==> config.mk <==
export PLATFORM = sky130hd
export DESIGN_NAME = fetch_refill_controller
export DESIGN_NICKNAME = d
export VERILOG_FILES = /design/src/rtl/fetch_refill_controller_pkg.sv /design/src/rtl/fetch_refill_controller_line_assembler.sv /design/src/rtl/fetch_refill_controller.sv
export SDC_FILE = /design/constraint.sdc
export NUM_CORES = 1
export LEC_CHECK = 0
export ABC_AREA = 1
export BUFFER_PORTS_ARGS = -buffer_cell sky130_fd_sc_hd__clkbuf_2
export CORE_MARGIN = 8
export CORE_UTILIZATION = 51
export CTS_CLUSTER_SIZE = 8
export DETAILED_ROUTE_END_ITERATION = 16
export PLACE_DENSITY = 0.85
export SKIP_CTS_REPAIR_TIMING = 1
export SLEW_MARGIN = 20
export SYNTH_ARGS = -nofsm -noshare
export SYNTH_HDL_FRONTEND = slang
export SYNTH_SLANG_ARGS = --single-unit
==> constraint.sdc <==
create_clock -name clk -period 1.8 [get_ports clk]
set_input_delay 0.09 -clock clk [delete_from_list [all_inputs] [get_ports clk]]
set_output_delay 0.09 -clock clk [all_outputs]
set_load 0.05 [all_outputs]
==> src/rtl/fetch_refill_controller_pkg.sv <==
// Shared types and sizing for the instruction-line refill controller.
package fetch_refill_controller_pkg;

  localparam int unsigned LineWords = 4;
  localparam int unsigned IdxWidth  = 2;
  localparam int unsigned OffWidth  = 2;

  typedef enum logic [1:0] {
    StIdle    = 2'd0,
    StIssue   = 2'd1,
    StDeliver = 2'd2,
    StSettle  = 2'd3
  } state_e;

endpackage

==> src/rtl/fetch_refill_controller_line_assembler.sv <==
// Line buffer for a refill: places returned words by index and counts completed words.
module refill_line_assembler
  import fetch_refill_controller_pkg::*;
#(
  parameter int unsigned WORD_WIDTH = 32,
  parameter int unsigned LINE_WORDS = LineWords,
  localparam int unsigned IdxW      = $clog2(LINE_WORDS)
) (
  input  logic                           clk,
  input  logic                           rst,
  input  logic                           start,
  input  logic [IdxW-1:0]                start_idx,
  input  logic                           wr_en,
  input  logic [WORD_WIDTH-1:0]          wr_data,
  output logic [WORD_WIDTH*LINE_WORDS-1:0] line_out,
  output logic [IdxW-1:0]                word_idx,
  output logic                           done
);

  localparam logic [IdxW:0] FullCount = (IdxW + 1)'(LINE_WORDS);

  logic [WORD_WIDTH*LINE_WORDS-1:0] line_q;
  logic [IdxW-1:0]                  idx_q;
  logic [IdxW:0]                    cnt_q;
  logic [LINE_WORDS-1:0]            word_we;

  always_comb begin
    word_we = '0;
    for (int i = 0; i < int'(LINE_WORDS); i++) begin
      word_we[i] = wr_en && (idx_q == i[IdxW-1:0]);
    end
  end

  // The buffer is deliberately not cleared on start: it keeps the previous line.
  always_ff @(posedge clk) begin
    if (rst) begin
      line_q <= '0;
    end else begin
      for (int i = 0; i < int'(LINE_WORDS); i++) begin
        if (word_we[i]) begin
          line_q[i*WORD_WIDTH +: WORD_WIDTH] <= wr_data;
        end
      end
    end
  end

  always_ff @(posedge clk) begin
    if (rst) begin
      idx_q <= '0;
      cnt_q <= '0;
    end else if (start) begin
      idx_q <= start_idx;
      cnt_q <= '0;
    end else if (wr_en) begin
      idx_q <= idx_q + 1'b1;
      cnt_q <= cnt_q + 1'b1;
    end
  end

  assign line_out = line_q;
  assign word_idx = idx_q;
  assign done     = (cnt_q == FullCount);

endmodule

==> src/rtl/fetch_refill_controller.sv <==
// Refills a missing instruction line from word-wide main memory and strobes it to fetch.
// Optional macro REFILL_CRITICAL_WORD_FIRST_EN: start at the missed word and wrap.
module fetch_refill_controller
  import fetch_refill_controller_pkg::*;
#(
  parameter int unsigned ADDR_WIDTH = 32,
  parameter int unsigned WORD_WIDTH = 32,
  parameter int unsigned LINE_WORDS = LineWords
) (
  input  logic                             clk,
  input  logic                             rst,
  input  logic                             hit,
  input  logic [ADDR_WIDTH-1:0]            pc,
  output logic                             mem_req,
  output logic [ADDR_WIDTH-1:0]            mem_addr,
  input  logic                             mem_ack,
  input  logic [WORD_WIDTH-1:0]            mem_rdata,
  output logic [WORD_WIDTH*LINE_WORDS-1:0] line_out,
  output logic                             line_valid,
  output logic                             busy
);

  localparam int unsigned IdxW  = $clog2(LINE_WORDS);
  localparam int unsigned OffW  = OffWidth;
  localparam int unsigned BaseW = ADDR_WIDTH - IdxW - OffW;

  state_e           state_q, state_d;
  logic [BaseW-1:0] base_q;
  logic [IdxW-1:0]  start_idx;
  logic [IdxW-1:0]  word_idx;
  logic             start;
  logic             accept;
  logic             done;
  logic             unused_pc_bits;

  assign start  = (state_q == StIdle) && !hit;
  assign accept = mem_req && mem_ack;

`ifdef REFILL_CRITICAL_WORD_FIRST_EN
  assign start_idx      = pc[OffW +: IdxW];
  assign unused_pc_bits = ^pc[OffW-1:0];
`else
  assign start_idx      = '0;
  assign unused_pc_bits = ^pc[OffW+IdxW-1:0];
`endif

  always_ff @(posedge clk) begin
    if (rst) begin
      base_q <= '0;
    end else if (start) begin
      base_q <= pc[ADDR_WIDTH-1 -: BaseW];
    end
  end

  refill_line_assembler #(
    .WORD_WIDTH (WORD_WIDTH),
    .LINE_WORDS (LINE_WORDS)
  ) u_assembler (
    .clk       (clk),
    .rst       (rst),
    .start     (start),
    .start_idx (start_idx),
    .wr_en     (accept),
    .wr_data   (mem_rdata),
    .line_out  (line_out),
    .word_idx  (word_idx),
    .done      (done)
  );

  always_ff @(posedge clk) begin
    if (rst) begin
      state_q <= StIdle;
    end else begin
      state_q <= state_d;
    end
  end

  // SETTLE always returns to IDLE: hit is stale while the line is being written.
  always_comb begin
    state_d = state_q;
    unique case (state_q)
      StIdle:    if (!hit) state_d = StIssue;
      StIssue:   if (done) state_d = StDeliver;
      StDeliver: state_d = StSettle;
      StSettle:  state_d = StIdle;
      default:   state_d = StIdle;
    endcase
  end

  // The done cycle keeps mem_req low so no fifth request is ever presented.
  always_comb begin
    mem_req    = 1'b0;
    mem_addr   = '0;
    line_valid = 1'b0;
    busy       = 1'b1;
    unique case (state_q)
      StIdle: busy = 1'b0;
      StIssue: begin
        mem_req  = !done;
        mem_addr = {base_q, word_idx, {OffW{1'b0}}};
      end
      StDeliver: line_valid = 1'b1;
      StSettle:  ;
      default:   busy = 1'b0;
    endcase
  end

endmodule

# == Yosys cells after proc, flatten, opt, wreduce, memory -nomap -nowiden ==
# Cells that the tools add are included.
# word_totals
wordCells,38
output_inout_bits,163
inputBits,68
regBits,163
# classes
mux,7
reduce_logical,12
add_sub_neg,2
eq_ne,9
# op_table
cell,count
32-bit two-way mux,1
2-bit == test (second input constant),4
2-bit one-hot mux with 4 select lines,1
1-bit logical AND,6
2-bit by 1-bit == test with 1-bit output (second input constant),2
2-bit logical NOT,2
2-bit two-way mux,2
2-bit != test (second input constant),2
3-bit by 1-bit adder with 3-bit output (second input constant),1
3-bit == test (second input constant),1
1-bit two-way mux,3
2-bit by 1-bit adder with 2-bit output (second input constant),1
1-bit logical NOT,2
2-bit AND reduction,1
2-bit OR reduction,1

# == Depth between registers and ports, before layout ==
# logic_depth
ltp_word,5
depth_mapped,9
depth_no_buf,7

# == Modules after synthesis ==
# From an unflattened synthesis, not the netlist that was laid out.
# unflattened
hier_cells,830
area_unflattened_um2,6472.5
# by_module_without_submodules
mod,seq_area_each_um2,area_each_um2,instances,cells_each
refill_line_assembler,2662.6,4923.5,1,614
fetch_refill_controller,600.6,1549.0,1,216

# == Worst setup path before layout ==
# No wires, ideal clock.
# synth_path
kind,register -> register
start,register state_q[0]
end,register base_q[13]
setup_time_ns,0.064
arrival_ns,1.417
required_time_ns,1.736
stages_incl_launch_ff,10
synth_period_minus_slack_ns,1.482
slack_ns,0.318
path_buffers,2
path_cell_list,dfxtp_1 inv_1 ha_1 inv_2 nor2_2 inv_1 buf_2 buf_2 nor2_1 nor2_1
# synth_between
elab_chain_len,2
# synth_lines
item,line_no,rtl
"start, declared",fetch_refill_controller.sv:27,"state_e state_q, state_d;"
"start signal, assigned",fetch_refill_controller.sv:72,state_q <= StIdle;
"start signal, assigned",fetch_refill_controller.sv:74,state_q <= state_d;
2-bit logical NOT,fetch_refill_controller.sv:36,assign start = (state_q == StIdle) && !hit;
1-bit logical AND,fetch_refill_controller.sv:36,
"end signal, assigned",fetch_refill_controller.sv:51,base_q <= pc[ADDR_WIDTH-1 -: BaseW];
"end, declared",fetch_refill_controller.sv:28,logic [BaseW-1:0] base_q;
# No other way between the ends.
# A chain may end at the register's enable or synchronous reset.

# == Worst setup path in the final report ==
# layout_path
start,register state_q[1]
end,output port mem_addr[23]
# layout_between
elab_chain_len,2
# layout_lines
item,line_no,rtl
2-bit by 1-bit == test with 1-bit output,fetch_refill_controller.sv:96,unique case (state_q)
32-bit two-way mux,fetch_refill_controller.sv:96,
"end, declared",fetch_refill_controller.sv:15,"output logic [ADDR_WIDTH-1:0] mem_addr,"
# No other way between the ends.

==> results.sh <==
export IMPL_ys_flop_type="dfxtp_1"
export IMPL_synth_xor_xnor_area_share_pct=0
export IMPL_grt_pass1_vias=6110
export IMPL_post_synth_and_or_nand_nor_area_fraction_pct=34.7
export IMPL_initial_core_util_pct=51.5
export IMPL_avgSynthCellArea_um2=6.64
export IMPL_place_ws_ps=-49.6
export IMPL_timing_hold_violations_final=2
export IMPL_synthArstFlopShare_pct=0
export IMPL_grt_total_usage_pct=19.9
export IMPL_nNetsFinal=1400
export IMPL_reg2regPathDepth=8
export IMPL_vias_per_cell=4.63
export IMPL_clock_sinks=163
export IMPL_layout_setup_ws_ps=20.3
export IMPL_maxCapViolations=0
export IMPL_max_freq_ghz=0.562
export IMPL_ys_seq_elements=163
export IMPL_cp_cell_sequence="inv_1, ha_4, buf_6, nand2_1, inv_1, buf_2"
export IMPL_crit_fanout=19
export IMPL_cts_made_buffers=17
export IMPL_grt_pass1_wl_mm=29.4
export IMPL_synthMuxAreaShare_pct=0
export IMPL_slowest_delay_ps=320
export IMPL_insertedDiodeCount=0
export IMPL_yosysTopAreaCell="dfxtp_1"
export IMPL_dpl_hpwl_mm=13.0
export IMPL_finalSetupViolations=0
export IMPL_post_synth_top_count_cell="nor2_1"
export IMPL_dpl_cell_count=1426
export IMPL_clk_transition_reported_paths_ps=70
export IMPL_gp_congestion=0.794
export IMPL_clk_latency_ps=420
export IMPL_totalWireLength_mm=21.1
export IMPL_drc=0
export IMPL_crit_type="reg -> out"
export IMPL_io_pins=231
export IMPL_synth_compound_area_share_pct=2.49
export IMPL_reg2reg_to="u_assembler.line_out[84]$_SDFFE_PP0P_"
export IMPL_syn_cell_area_mm2=0.00704
export IMPL_wl_per_cell_um=13.9
export IMPL_final_area_mm2=0.00961
export IMPL_drt_iter0_markers=512
export IMPL_hold_path_depth=3
export IMPL_synthAdderAreaFrac_pct=1.78
export IMPL_synthTopCellsByCount="nor2_1, nand2_1, inv_1, dfxtp_1, o21ai_0"
export IMPL_synthTopCellsByArea="dfxtp_1, nor2_1, nand2_1"
export IMPL_fp_dieW_um=133
export IMPL_core_area_mm2=0.0137
export IMPL_cts_tree="yes"
export IMPL_synth_top_area_share_pct=46.3
export IMPL_power_density_mw_per_mm2=1190
export IMPL_cpMaxStageDelayCell="dfxtp_1"
export IMPL_die_h_um=133
export IMPL_syn_inst=1061
export IMPL_vias=7017
export IMPL_gr_total_overflow=0
export IMPL_violations="hold timing"
export IMPL_whs_ps=-9.87
export IMPL_finalCritPeriodShare_pct=98.9
export IMPL_cts_root_buffer="clkbuf_16"
export IMPL_status="complete, but fails checks"
export IMPL_die_area_mm2=0.0178
export IMPL_grt_start_max_net_pins=83
export IMPL_rr_startpoint="u_assembler.cnt_q[0]$_SDFFE_PP0P_"
export IMPL_layout_cells_non_filler=1515
export IMPL_hp_start="mem_rdata[13]"
export IMPL_antenna_found_initial=0
export IMPL_r2r_slack_ps=170
export IMPL_period_needed_ps=1780
export IMPL_postRouteAntennaNets=0
export IMPL_first_pass_iters=5
export IMPL_areaGrowthSynthToFinish_pct=36.5
export IMPL_rows=43
export IMPL_startpoint_type="flip-flop"
export IMPL_synth_top_family_by_area="simple AND/OR/NAND/NOR gates"
export IMPL_synth_edf_count=0
export IMPL_port_buffers=224
export IMPL_vdd_ir_drop_max_uv=691
export IMPL_yosys_warnings=0
export IMPL_min_to="u_assembler.line_out[45]$_SDFFE_PP0P_"
export IMPL_ys_seq_area_share_pct=46.3
export IMPL_synth_cell_type_count=20
export IMPL_slew_violations=0
export IMPL_skew_ps=10.0
export IMPL_worst_ep_required_time_ps=1710
export IMPL_hold_class="in -> reg"
export IMPL_path_common_cell="inv_1"
export IMPL_htree_num_levels=4
export IMPL_clock_path_buffers=2
export IMPL_drive_gt1_share_pct=21.0
export IMPL_place_area_mm2=0.00841
export IMPL_p_leak_nw=5.55
export IMPL_cp_end_kind="output port"
export IMPL_arrival_ps=1690
-- through the flow --
step	setup TNS, ps	hold slack [ps]	util, %	power [mW]
6_report	0	-9.87	70.3	11.4
5_1_grt	-202	1.21	70.3	11.9
4_1_cts	-8880	-121	65.8	11.2
3_5_place_dp	-169	319	61.6	7.58
3_3_place_gp	0	310	61.6	7.51
2_1_floorplan	0	159	-	6.64
-- how the worst max path moves through the flow --
| stage | cells after the start | slack, ps | from | to |
|---|---|---|---|---|
| after detailed placement | 7 | -50 | state_q[1]$_SDFFE_PP0P_ | u_assembler.cnt_q[2]$_SDFFE_PP0P_ |
| after global placement | 7 | 30 | state_q[1]$_SDFFE_PP0P_ | u_assembler.word_idx[0]$_SDFFE_PP0P_ |
| after global routing | 6 | -70 | state_q[1]$_SDFFE_PP0P_ | mem_addr[23] |
| after floorplan | 9 | 320 | state_q[0]$_SDFFE_PP0P_ | base_q[13]$_SDFFE_PP0P_ |
| final | 6 | 20 | state_q[1]$_SDFFE_PP0P_ | mem_addr[23] |
| after CTS | 6 | -360 | state_q[1]$_SDFFE_PP0P_ | mem_addr[3] |
-- per-layer routing --
layer  track usage [%]  wire [um]  up-vias
met5                 0          0        -
met4              6.24        367        0
met3              9.04       2050       31
met2              32.6      10300      279
met1              22.7       8400     3151
li1                  -          -     3556
-- kinds of logic (layout without fill, tap and decap cells) --
family,Yosys count,after routing
AND/OR/NAND/NOR,627,627
adder cells (fa/ha/maj),10,10
buffers and inverters,225,498
flip-flops,163,163
AO/OA/AOI/OAI,35,35
other,1,2
-- flip-flops by register name (all words and copies together) (netlist names) --
| name | count |
|---|---|
| state_q | 2 |
| u_assembler.line_out | 128 |
| u_assembler.cnt_q | 3 |
| u_assembler.word_idx | 2 |
| base_q | 28 |
-- area by class of cell --
type                            instances  area, um2
Clock buffer                           18        429
Timing Repair Buffer                  295       2140
Fill cell                            1033       4060
Tap cell                              180        225
Inverter                              171        644
Multi-Input combinational cell        674       2760
Clock inverter                         14        153
Sequential cell                       163       3260
-- power breakdown --
part	switching [mW]	total, mW	internal [mW]
clock	1.52	3.58	2.06
sequential	0.241	4.24	3.99
combinational	2.52	3.59	1.07
total	4.28	11.4	7.13
-- worst max-delay path: cells and delay by family, from the launching register on --
family | cells | cell delay, ps
AND/OR/NAND/NOR | 1 | 90
adder cells (fa/ha/maj) | 1 | 180
flip-flops | 1 | 320
buffers and inverters | 4 | 680
-- placed cells by master, fill, tap and decap left out, types with 3 or more instances in the layout --
master | Yosys | layout
clkinvlp_4 | 0 | 4
inv_1 | 170 | 169
dlygate4sd3_1 | 0 | 55
buf_2 | 18 | 5
nor2_1 | 312 | 312
buf_12 | 0 | 22
buf_4 | 12 | 6
ha_1 | 10 | 9
clkbuf_4 | 0 | 13
inv_6 | 0 | 5
o21ai_0 | 26 | 26
clkbuf_2 | 1 | 193
a21oi_1 | 7 | 7
dfxtp_1 | 163 | 163
clkbuf_16 | 0 | 17
nand2_1 | 305 | 305
nand4_4 | 4 | 4
nand3_1 | 3 | 3
No activity file was read; power rests on OpenSTA's default activity.
